## src/rtl/fb_scan_arbiter.sv

```systemverilog
// fb_scan_arbiter: shares a single-port RGB444 framebuffer RAM between display
// scan-out (prefetched into a show-ahead FIFO) and one pixel writer.
// Display refill has priority below the low-water mark; the writer gets the rest.
// Ports:
//   clk, reset (async, active-low)
//   frame_start         one-cycle pulse before the first visible pixel
//   pix_pop             consume the FIFO head
//   pix_data/pix_empty  FIFO head (holds last value while empty) / empty flag
//   underflow           sticky: pop while empty, cleared by frame_start
//   wr_valid/wr_ready   writer handshake (wr_ready combinational)
//   wr_addr/wr_data     writer address / pixel
//   mem_en/mem_we/mem_addr/mem_wdata  registered RAM command
//   mem_rdata           RAM read data, valid the cycle after a read command
module fb_scan_arbiter #(
    parameter int unsigned DATA_W     = 12,
    parameter int unsigned ADDR_W     = 17,
    parameter int unsigned FB_DEPTH   = 76800,
    parameter int unsigned FIFO_DEPTH = 16,
    parameter int unsigned LOW_WATER  = 8
) (
    input  logic              clk,
    input  logic              reset,
    input  logic              frame_start,
    input  logic              pix_pop,
    output logic [DATA_W-1:0] pix_data,
    output logic              pix_empty,
    output logic              underflow,
    input  logic              wr_valid,
    output logic              wr_ready,
    input  logic [ADDR_W-1:0] wr_addr,
    input  logic [DATA_W-1:0] wr_data,
    output logic              mem_en,
    output logic              mem_we,
    output logic [ADDR_W-1:0] mem_addr,
    output logic [DATA_W-1:0] mem_wdata,
    input  logic [DATA_W-1:0] mem_rdata
);

    localparam int unsigned PTR_W = $clog2(FIFO_DEPTH);
    localparam int unsigned LVL_W = PTR_W + 1;

    typedef enum logic [1:0] {
        ST_FILL  = 2'd0,
        ST_SERVE = 2'd1,
        ST_DONE  = 2'd2
    } state_t;

    state_t state, state_nxt;

    logic [DATA_W-1:0] fifo_mem [FIFO_DEPTH];
    logic [PTR_W-1:0]  wr_ptr, rd_ptr, rd_ptr_nxt;
    logic [LVL_W-1:0]  level, level_nxt;
    logic [ADDR_W-1:0] rd_addr;
    logic [DATA_W-1:0] head_nxt;
    // rd_v1: read command on the RAM port; rd_v2: its data on mem_rdata
    logic              rd_v1, rd_v2;
    logic [1:0]        inflight;
    logic              room, last_rd, wr_in_range;
    logic              rd_gnt, wr_gnt, ready_c;
    logic              push, pop;

    // Grant bookkeeping
    always_comb begin
        inflight    = {1'b0, rd_v1} + {1'b0, rd_v2};
        room        = (level + LVL_W'(inflight)) < LVL_W'(FIFO_DEPTH);
        last_rd     = (rd_addr == ADDR_W'(FB_DEPTH - 1));
        wr_in_range = (wr_addr < ADDR_W'(FB_DEPTH));
        push        = rd_v2 & ~frame_start;
        pop         = pix_pop & (level != '0) & ~frame_start;
        level_nxt   = frame_start ? '0 : (level + LVL_W'(push) - LVL_W'(pop));
        rd_ptr_nxt  = rd_ptr + PTR_W'(pop);
    end

    // Next state and grant selection
    always_comb begin
        state_nxt = state;
        rd_gnt    = 1'b0;
        wr_gnt    = 1'b0;
        ready_c   = 1'b0;
        if (frame_start) begin
            state_nxt = ST_FILL;
        end else begin
            case (state)
                ST_FILL: begin
                    if (room) rd_gnt = 1'b1;
                    else      state_nxt = ST_SERVE;
                end
                ST_SERVE: begin
                    ready_c = 1'b1;
                    if (wr_valid)  wr_gnt = 1'b1;
                    else if (room) rd_gnt = 1'b1;
                    if (level <= LVL_W'(LOW_WATER)) state_nxt = ST_FILL;
                end
                ST_DONE: begin
                    ready_c = 1'b1;
                    if (wr_valid) wr_gnt = 1'b1;
                end
                default: state_nxt = ST_DONE;
            endcase
            // The final read of the frame always parks the arbiter
            if (rd_gnt && last_rd) state_nxt = ST_DONE;
        end
    end

    // Held low during reset so the handshake is idle immediately
    assign wr_ready = ready_c & reset;

    // Next FIFO head: a push into a FIFO that is empty after this pop becomes the head
    always_comb begin
        head_nxt = pix_data;
        if (level_nxt != '0) begin
            if ((level - LVL_W'(pop)) == '0) head_nxt = mem_rdata;
            else                             head_nxt = fifo_mem[rd_ptr_nxt];
        end
    end

    // State, RAM command, in-flight tracking and FIFO control
    always_ff @(posedge clk or negedge reset) begin
        if (!reset) begin
            state     <= ST_DONE;
            mem_en    <= 1'b0;
            mem_we    <= 1'b0;
            mem_addr  <= '0;
            mem_wdata <= '0;
            rd_addr   <= '0;
            rd_v1     <= 1'b0;
            rd_v2     <= 1'b0;
            wr_ptr    <= '0;
            rd_ptr    <= '0;
            level     <= '0;
            pix_data  <= '0;
            pix_empty <= 1'b1;
            underflow <= 1'b0;
        end else begin
            state <= state_nxt;

            if (rd_gnt) begin
                mem_en   <= 1'b1;
                mem_we   <= 1'b0;
                mem_addr <= rd_addr;
            end else if (wr_gnt && wr_in_range) begin
                mem_en    <= 1'b1;
                mem_we    <= 1'b1;
                mem_addr  <= wr_addr;
                mem_wdata <= wr_data;
            end else begin
                mem_en <= 1'b0;
            end

            // frame_start discards any read whose data has not yet landed
            rd_v1 <= rd_gnt;
            rd_v2 <= rd_v1 & ~frame_start;

            if (frame_start)  rd_addr <= '0;
            else if (rd_gnt)  rd_addr <= last_rd ? '0 : rd_addr + 1'b1;

            if (frame_start) begin
                wr_ptr <= '0;
                rd_ptr <= '0;
            end else begin
                if (push) wr_ptr <= wr_ptr + 1'b1;
                rd_ptr <= rd_ptr_nxt;
            end
            level     <= level_nxt;
            pix_data  <= head_nxt;
            pix_empty <= (level_nxt == '0);

            if (frame_start)                      underflow <= 1'b0;
            else if (pix_pop && (level == '0))    underflow <= 1'b1;
        end
    end

    // FIFO storage
    always_ff @(posedge clk) begin
        if (push) fifo_mem[wr_ptr] <= mem_rdata;
    end

endmodule
```

## config.mk

```make
export PLATFORM = sky130hd
export DESIGN_NAME = fb_scan_arbiter
export DESIGN_NICKNAME = d
export VERILOG_FILES = /design/src/rtl/fb_scan_arbiter.sv
export SDC_FILE = /design/constraint.sdc
export NUM_CORES = 1
export LEC_CHECK = 0
export ABC_AREA = 0
export BUFFER_PORTS_ARGS = -buffer_cell sky130_fd_sc_hd__buf_2
export CAP_MARGIN = 0
export CELL_PAD_IN_SITES_DETAIL_PLACEMENT = 1
export CELL_PAD_IN_SITES_GLOBAL_PLACEMENT = 1
export CORE_ASPECT_RATIO = 1.75
export CORE_MARGIN = 3
export CORE_UTILIZATION = 40
export CTS_CLUSTER_DIAMETER = 30
export DETAILED_ROUTE_END_ITERATION = 7
export PLACE_DENSITY_LB_ADDON = 0.1
export SETUP_SLACK_MARGIN = 0.3
export SLEW_MARGIN = 20
export SYNTH_ARGS = -nofsm -noshare
export SYNTH_HDL_FRONTEND = slang
export SYNTH_SLANG_ARGS = --single-unit
```

## constraint.sdc

```tcl
create_clock -name clk -period 9.35 [get_ports clk]
set_input_delay 1.87 -clock clk [delete_from_list [all_inputs] [get_ports clk]]
set_output_delay 1.87 -clock clk [all_outputs]
set_load 0.02 [all_outputs]
```

# Word-level counts from Yosys, hierarchy flattened
# Memories as Yosys holds them, arrays and structs flattened.
# Index checks and enable logic that the tools add are counted.
[op_classes]
add_sub_neg = 8
n_mul = 0
div = 0
n_lt_le_gt_ge = 3
eq_ne = 6
shift = 0
mux = 33
bitwise_logic = 7
n_reduce_logical = 16
[ops]
columns = ["operator", "n"]
rows = [
  ["$mux W17", 5],
  ["$add A17 B1 Y17 const B", 1],
  ["$eq A17 B17 Y1 const B", 1],
  ["$lt A17 B17 Y1 const B", 1],
  ["$mux W1", 17],
  ["$logic_not A5 Y1", 3],
  ["$mux W12", 1],
  ["$mux W4", 3],
  ["$reduce_bool A5 Y1", 2],
  ["$sub A5 B1 Y5", 2],
  ["$mux W2", 4],
  ["$ne A4 B4 Y1 const B", 2],
  ["$reduce_bool A2 Y1", 4],
  ["$pmux W2 S3", 1],
  ["$add A5 B1 Y5", 1],
  ["$add A5 B2 Y5", 1],
  ["$and A1 B1 Y1", 5],
  ["$le A5 B4 Y1 const B", 1],
  ["$lt A5 B5 Y1 const B", 1],
  ["$mux W5", 1],
  ["$add A4 B1 Y4", 1],
  ["$add A4 B1 Y4 const B", 1],
  ["$logic_and A1 B1 Y1", 3],
  ["$ne A3 B3 Y1 const B", 1],
  ["other kinds (9)", 10],
]
[word_totals]
regBits = 79
latch_bits = 0
ramBits = 192
rom_bits = 0
inputBits = 46
out_inout_bits = 46
wordCells = 88
mem_count = 1
[memory_table]
columns = ["memory", "words", "width", "rd", "rd_clocked_by_memory_dff", "wr", "line_no", "source"]
rows = [
  ["fifo_mem", 16, 12, 1, 0, 1, "50", "logic [DATA_W-1:0] fifo_mem [FIFO_DEPTH];"],
]

# Logic depth before layout (Yosys ltp)
# Gate-level depths: netlist (run 1).
[logic_depth]
ltp_word = 10
mapped_depth = 19
mapped_depth_nobuf = 14

# Least setup slack after synthesis (run 1)
# Ideal clock, no wire load.
[synth_path]
path_type = "input to register"
start = "in frame_start"
end = "reg pix_data[10]"
setup_ps = 134
arrival_ps = 5350
t_required_ps = 9216
slack_ps = 3866
stages = 18
n_path_buf = 6
path_cell_list = "clkbuf_1 -> nand2b_1 -> buf_2 -> nor2_4 -> buf_2 -> clkbuf_1 -> nand2_1 -> nand2_1 -> ha_1 -> fa_1 -> nor2_1 -> nand3b_1 -> mux2i_1 -> a21o_1 -> clkbuf_1 -> buf_1 -> mux2i_1 -> o211ai_1"
[synth_via]
elab_chain_len = 6
elab_cells_between_ends = 12
classes_between = "4 x add/sub; 2 x mux; 3 x bitwise; 2 x reduce/logical; 1 x memory"
[synth_rtl]
columns = ["element", "line_no", "source"]
rows = [
  ["from (decl)", "23", "input logic frame_start,"],
  ["$not A1 Y1", "68, 69", ""],
  ["$and A1 B1 Y1", "68", "push = rd_v2 & ~frame_start;"],
  ["$add A5 B1 Y5", "70", "level_nxt = frame_start ? '0 : (level + LVL_W'(push) - LVL_W'(pop));"],
  ["$sub A5 B1 Y5", "70", ""],
  ["$mux W5", "70", ""],
  ["$reduce_bool A5 Y1", "111", "if (level_nxt != '0) begin"],
  ["to (signal assigned)", "165", "pix_data <= head_nxt;"],
  ["to (decl)", "25", "output logic [DATA_W-1:0] pix_data,"],
]
# Several ways; a longest one is shown, not always the timed one.
# A chain may end at the register's enable or synchronous reset.

# Worst setup path after layout (run 1)
[layout_path]
start = "in frame_start"
end = "reg pix_data[9]"
# Same word-level chain as after synthesis.

==> flow_summary.json, run 1 <==
{
  "clk_latency_ns": 0.54,
  "clk_pin_slew_ns": 0.06,
  "numPortBuffers": 91,
  "slew_headroom": 0.3023,
  "finalPower_mw": 4.276,
  "die_area_um2": 34550,
  "rsz0062_at_grt": "no",
  "dominantRegCellSynth": "edfxtp_1",
  "post_cts_buffers": 0,
  "vias_per_cell": 5.999,
  "drc_errors": 0,
  "cts_buffer_depth": 3,
  "die_x_um": 141.8,
  "async_flop_share": 0.2915,
  "root_buffer": "clkbuf_16",
  "yosys_warnings": 0,
  "synth_top_area_cell": "edfxtp_1",
  "nNetsFinal": 1192,
  "rows": 86,
  "post_cts_resized": 0,
  "cts_hold_buffers": 0,
  "grt_pass1_wl_um": 60680,
  "dr_total_vias": 9311,
  "yosys.cell_count.top_type": "edfxtp_1",
  "post_synth.cell_area_avg_um2": 12.43,
  "fin_crit_ns": 5.784,
  "routedWlPerCell_um": 25.41,
  "p_leak_nw": 5.683,
  "n_fill_cell": 3303,
  "finalHoldViolations": 0,
  "start_util": 0.4081,
  "gp_congestion": 0.7917,
  "synth_enable_flop_cells": 192,
  "die_h_um": 243.7,
  "cp_max_fo": 60,
  "cellPowerDensity_nw_per_um2": 277.3,
  "tns_ns": 0,
  "syn_inst": 1039,
  "synth_area_um2": 12910,
  "setup_ws_ns": 3.566,
  "critPathRequiredTime_ns": 9.80,
  "utilization": 0.4873,
  "end_kind": "flip-flop",
  "fin_area_um2": 15420,
  "seq_area_frac_synth": 0.5999,
  "grt_pass1_vias": 10230,
  "place_hpwl_um": 25630,
  "routed_wl_um": 39430,
  "fmax_ghz": 0.1729,
  "cts_max_level": 2,
  "synth_nets": 1108,
  "gr-total-overflow": 0,
  "num_io_pins": 92,
  "start_kind": "input port",
  "place_ws_ns": 3.019,
  "outcome": "completed",
  "drive_gt1_frac": 0.2007,
  "critical_path_class": "input port to flip-flop",
  "placed_cell_area_um2": 13880,
  "cts_sinks": 271,
  "area_delta_synth_final_pct": 19.42,
  "min_period_over_period": 0.6186,
  "vdd_drop_max_mv": 0.1820,
  "crit_arrival_ns": 6.23,
  "synth_top_area_frac": 0.4466,
  "clock_skew_ns": 0.02780,
  "cts_tree": "built",
  "cts_made_buffers": 42,
  "core_area_um2": 31640,
  "timing.max_cap.violations": 0,
  "yosysUniqueCellTypes": 70,
  "antenna_found_initial": 0,
  "drt_pass1_iterations": 5,
  "drt_iter0_markers": 531,
  "antenna_left": 0,
  "grt_max_degree": 61,
  "synth-seq-cells": 271,
  "drv_slew": 0,
  "synthTopCellsByArea": "edfxtp_1 45%, dfrtp_1 15%, mux2i_1 5.3%",
  "grt_util_all_layers": 0.2289,
  "tightest_slew_ns": 1.043,
  "hp-class": "flip-flop to flip-flop",
  "yosys-top-cells-count": "192 x edfxtp_1, 77 x dfrtp_1, 68 x mux2i_1, 57 x nand2_1, 46 x clkbuf_1",
  "setup_viol": 0,
  "diodes": 0
}
## final cells by class
class	instances	area (um2)	area share
inverter	15	56.30	0.003652
multi-input combinational	674	4913	0.3187
tap	396	495.5	0.03214
sequential	271	7745	0.5024
clock buffer	44	1080	0.07004
clock inverter	33	459.2	0.02978
timing repair buffer	119	668.1	0.04334
## worst max-delay path: stages
cell      delay [ns]
buf_2           0.07
buf_4           0.34
nor2b_2         0.08
buf_4           0.29
nand2_2         0.11
buf_4           0.53
nor2_1          0.16
ha_4            0.23
xor2_4          0.51
buf_4           0.70
nor2_1          0.11
buf_4           0.23
a22o_1          0.21
or4_1           0.52
o211ai_1        0.18
## state kept, by name, summed over array words and instances (netlist names), 2 cells and up
| register | count |
|---|---|
| fifo_mem | 192 |
| mem_addr | 17 |
| rd_addr | 17 |
| mem_wdata | 12 |
| pix_data | 12 |
| level | 5 |
| rd_ptr | 4 |
| wr_ptr | 4 |
| state | 2 |
## cells in the final DEF (no fill, tap or decap), types with 16 or more instances in the layout
master / n
nor4_1: 27
a221o_1: 17
a21oi_1: 42
buf_4: 29
ha_1: 21
a211oi_1: 32
nor2_1: 40
clkbuf_16: 43
nor3_1: 29
nand3b_1: 16
nand2_1: 57
and3_1: 33
nand3_1: 21
mux2i_1: 68
dfrtp_1: 77
buf_2: 90
and2_1: 17
a311oi_1: 18
edfxtp_1: 192
## where the power goes
part	switching, mW	leakage (nW)	internal (mW)
clock	0.617	0.745	1.09
combinational	0.725	2.17	0.378
sequential	0.0788	2.77	1.39
## stage by stage
stage / hold WS [ns] / cells
detailed placement: 0.4734 / 1475
CTS: 0.4868 / 1552
floorplan: 0.4585 / 1039
global route: 0.4981 / 1552
finish: 0.4806 / 1552
global placement: 0.4598 / 1475
## final timing paths
path                              from      endpoint  cells after the start  slack (ns)
max                        frame_start   pix_data[9]                     15        3.57
min                             mem_we        mem_we                      1        0.48
max reg2reg                   level[2]   pix_data[9]                     15        4.11
min reg2reg                     mem_we        mem_we                      1        0.48
max in group asynchronous        reset     wr_ptr[2]                      2        6.94
min in group asynchronous        reset  mem_addr[10]                      1        1.33
## kinds of logic after synthesis
kind of cell / count (synthesis) / share of synthesized area
muxes: 86 / 0.06842
buffers and inverters: 94 / 0.03121
DFF: 271 / 0.5999
AOI/OAI and AO/OA: 225 / 0.1278
xor gates and xnor gates: 15 / 0.01018
adders and majority gates: 23 / 0.02287
and+or+nand+nor: 325 / 0.1396
## per-layer routing
metal	routed length [um]	GRT usage	up-vias
li1	-	-	4242
met3	1592	0.03417	101
met1	14830	0.2551	4725
met5	0	0	-
met2	21400	0.4278	243
met4	1611	0.09407	0
No activity file was read; power rests on OpenSTA's default activity.
==> run 2: changes to the inputs <==
==> constraint.sdc (replaced) <==
create_clock -name clk -period 5.9 [get_ports clk]
set_input_delay 1.18 -clock clk [delete_from_list [all_inputs] [get_ports clk]]
set_output_delay 1.18 -clock clk [all_outputs]
set_load 0.02 [all_outputs]
==> flow_summary.json, run 2 (same netlist as run 1, synthesis figures left out) <==
{
  "final_common_cell": "edfxtp_1",
  "finalHoldViolations": 0,
  "crit_chain": "inv_1 > ha_1 > or4b_1 > nand2_2 > buf_4 > nand2_1 > nand2_1 > ha_1 > fa_1 > nor2_1 > nand3b_1 > mux2i_1 > a21o_1 > mux2i_1 > o211ai_1",
  "cts_sinks": 271,
  "regArea_um2": 7745,
  "start_util": 0.4081,
  "cp_top_family": "simple AND/OR/NAND/NOR gates",
  "diodes": 0,
  "drive_gt1_frac": 0.1998,
  "antenna_left": 0,
  "cellPowerDensity_nw_per_um2": 428.0,
  "gp_congestion": 0.7919,
  "layout_common_cells": "192 x edfxtp_1, 90 x buf_2, 77 x dfrtp_1, 68 x mux2i_1, 57 x nand2_1",
  "cts_max_level": 2,
  "top_register": "fifo_mem",
  "crit_slowest_cell": "a21o_1",
  "die_area_um2": 34550,
  "hp-class": "flip-flop to flip-flop",
  "timing.max_cap.violations": 0,
  "routedWlPerCell_um": 25.31,
  "gr-total-overflow": 0,
  "grt_pass1_wl_um": 60330,
  "grt_pass1_vias": 10280,
  "drt_iter0_markers": 446,
  "largest_register_ffs": 192,
  "use_met3": 0.02808,
  "n_fill_cell": 3323,
  "rsz0062_at_grt": "no",
  "vdd_drop_max_mv": 0.2971,
  "area_delta_synth_final_pct": 18.62,
  "grtUsageMet2": 0.4364,
  "drt_pass1_iterations": 5,
  "grt_max_degree": 71,
  "setup_ws_ns": 1.411,
  "core_area_um2": 31640,
  "slew_headroom": 0.3345,
  "cts_tree": "built",
  "fmax_ghz": 0.2228,
  "post_cts_buffers": 0,
  "clock_skew_ns": 0.02583,
  "num_io_pins": 92,
  "min_period_over_period": 0.7608,
  "post_cts_resized": 0,
  "cts_hold_buffers": 0,
  "dr_total_vias": 9268,
  "critPathBufInv": 2,
  "met1_usage": 0.2510,
  "cts_buffer_depth": 3,
  "antenna_found_initial": 0,
  "die_h_um": 243.7,
  "clk_latency_ns": 0.55,
  "die_x_um": 141.8,
  "outcome": "completed",
  "multiInputGateArea_um2": 4903,
  "cp_max_fo": 55,
  "tns_ns": 0,
  "nNetsFinal": 1192,
  "routed_wl_um": 39270,
  "drc_errors": 0,
  "critical_path_class": "flip-flop to flip-flop",
  "root_buffer": "clkbuf_16",
  "p_leak_nw": 5.649,
  "max_stage_delay_ns": 0.69,
  "vias_per_cell": 5.972,
  "cts_made_buffers": 41,
  "busiest_layer": "met2",
  "crit_arrival_ns": 4.89,
  "clk_pin_slew_ns": 0.06,
  "drv_slew": 0,
  "start_kind": "flip-flop",
  "place_ws_ns": 1.296,
  "reg_top3": "fifo_mem x192, mem_addr x17, rd_addr x17",
  "tightest_slew_ns": 0.9950,
  "end_kind": "flip-flop",
  "setup_viol": 0,
  "grt_util_all_layers": 0.2290,
  "place_hpwl_um": 26200,
  "numPortBuffers": 91,
  "fin_crit_ns": 4.489,
  "critPathRequiredTime_ns": 6.30,
  "rows": 86
}
==> run 2: changes by cell type in the layout (fill, tap and decap cells not counted), moves of 2 or more <==
cell,delta
bufinv_16,-5
clkbuf_8,+3
clkinv_2,-3
clkinv_4,+4
clkinvlp_4,-2
inv_6,+4
inv_8,-3
==> run 2: per-stage QoR <==
step	hold WS, ns	cell area [um2]	power (mW)	utilization	std cells
after global placement	0.4594	13880	4.091	0.4388	1476
after floorplan	0.4585	12910	3.490	-	1039
final	0.4798	15310	6.555	0.4841	1552
after detailed placement	0.4709	13890	4.123	0.4390	1476
after global routing	0.5086	15310	6.865	0.4841	1552
after CTS	0.4844	15310	6.629	0.4841	1552
==> run 2: worst register-to-register path, delay by kind of cell (launching register included) <==
kind	cells	cell delay [ns]
DFF	1	0.42
AOI/OAI and AO/OA	2	0.80
and+or+nand+nor	6	1.09
adders and majority gates	3	0.86
buffers and inverters	2	0.67
muxes	2	0.52
==> run 2: final cells by class <==
cell class,instances,share of cell area
sequential,271,0.5058
multi-input combinational,674,0.3202
clock buffer,47,0.07182
timing repair buffer,120,0.04494
tap,396,0.03236
clock inverter,29,0.02124
inverter,15,0.003677
==> run 2: routing by layer <==
metal | wire [um] | vias to the layer above
met4 | 1467 | 0
met5 | 0 | -
li1 | - | 4245
met2 | 21800 | 241
met3 | 1441 | 82
met1 | 14570 | 4700
==> run 2: where the power goes <==
part	total, mW	switching [mW]	leakage (nW)	internal [mW]
registers	2.33	0.130	2.77	2.20
logic	1.74	1.14	2.18	0.597
clock network	2.48	0.964	0.696	1.52
==> run 2: path summary, 6_finish.rpt <==
kind                           endpoint  slack, ns         start  cells past startpoint
max reg2reg                pix_data[11]       1.41      level[2]                     15
min                        mem_wdata[6]       0.48  mem_wdata[6]                      1
min reg2reg                mem_wdata[6]       0.48  mem_wdata[6]                      1
min in group asynchronous  mem_wdata[6]       0.64         reset                      1
max                        pix_data[11]       1.41      level[2]                     15
max in group asynchronous      state[1]       4.24         reset                      2
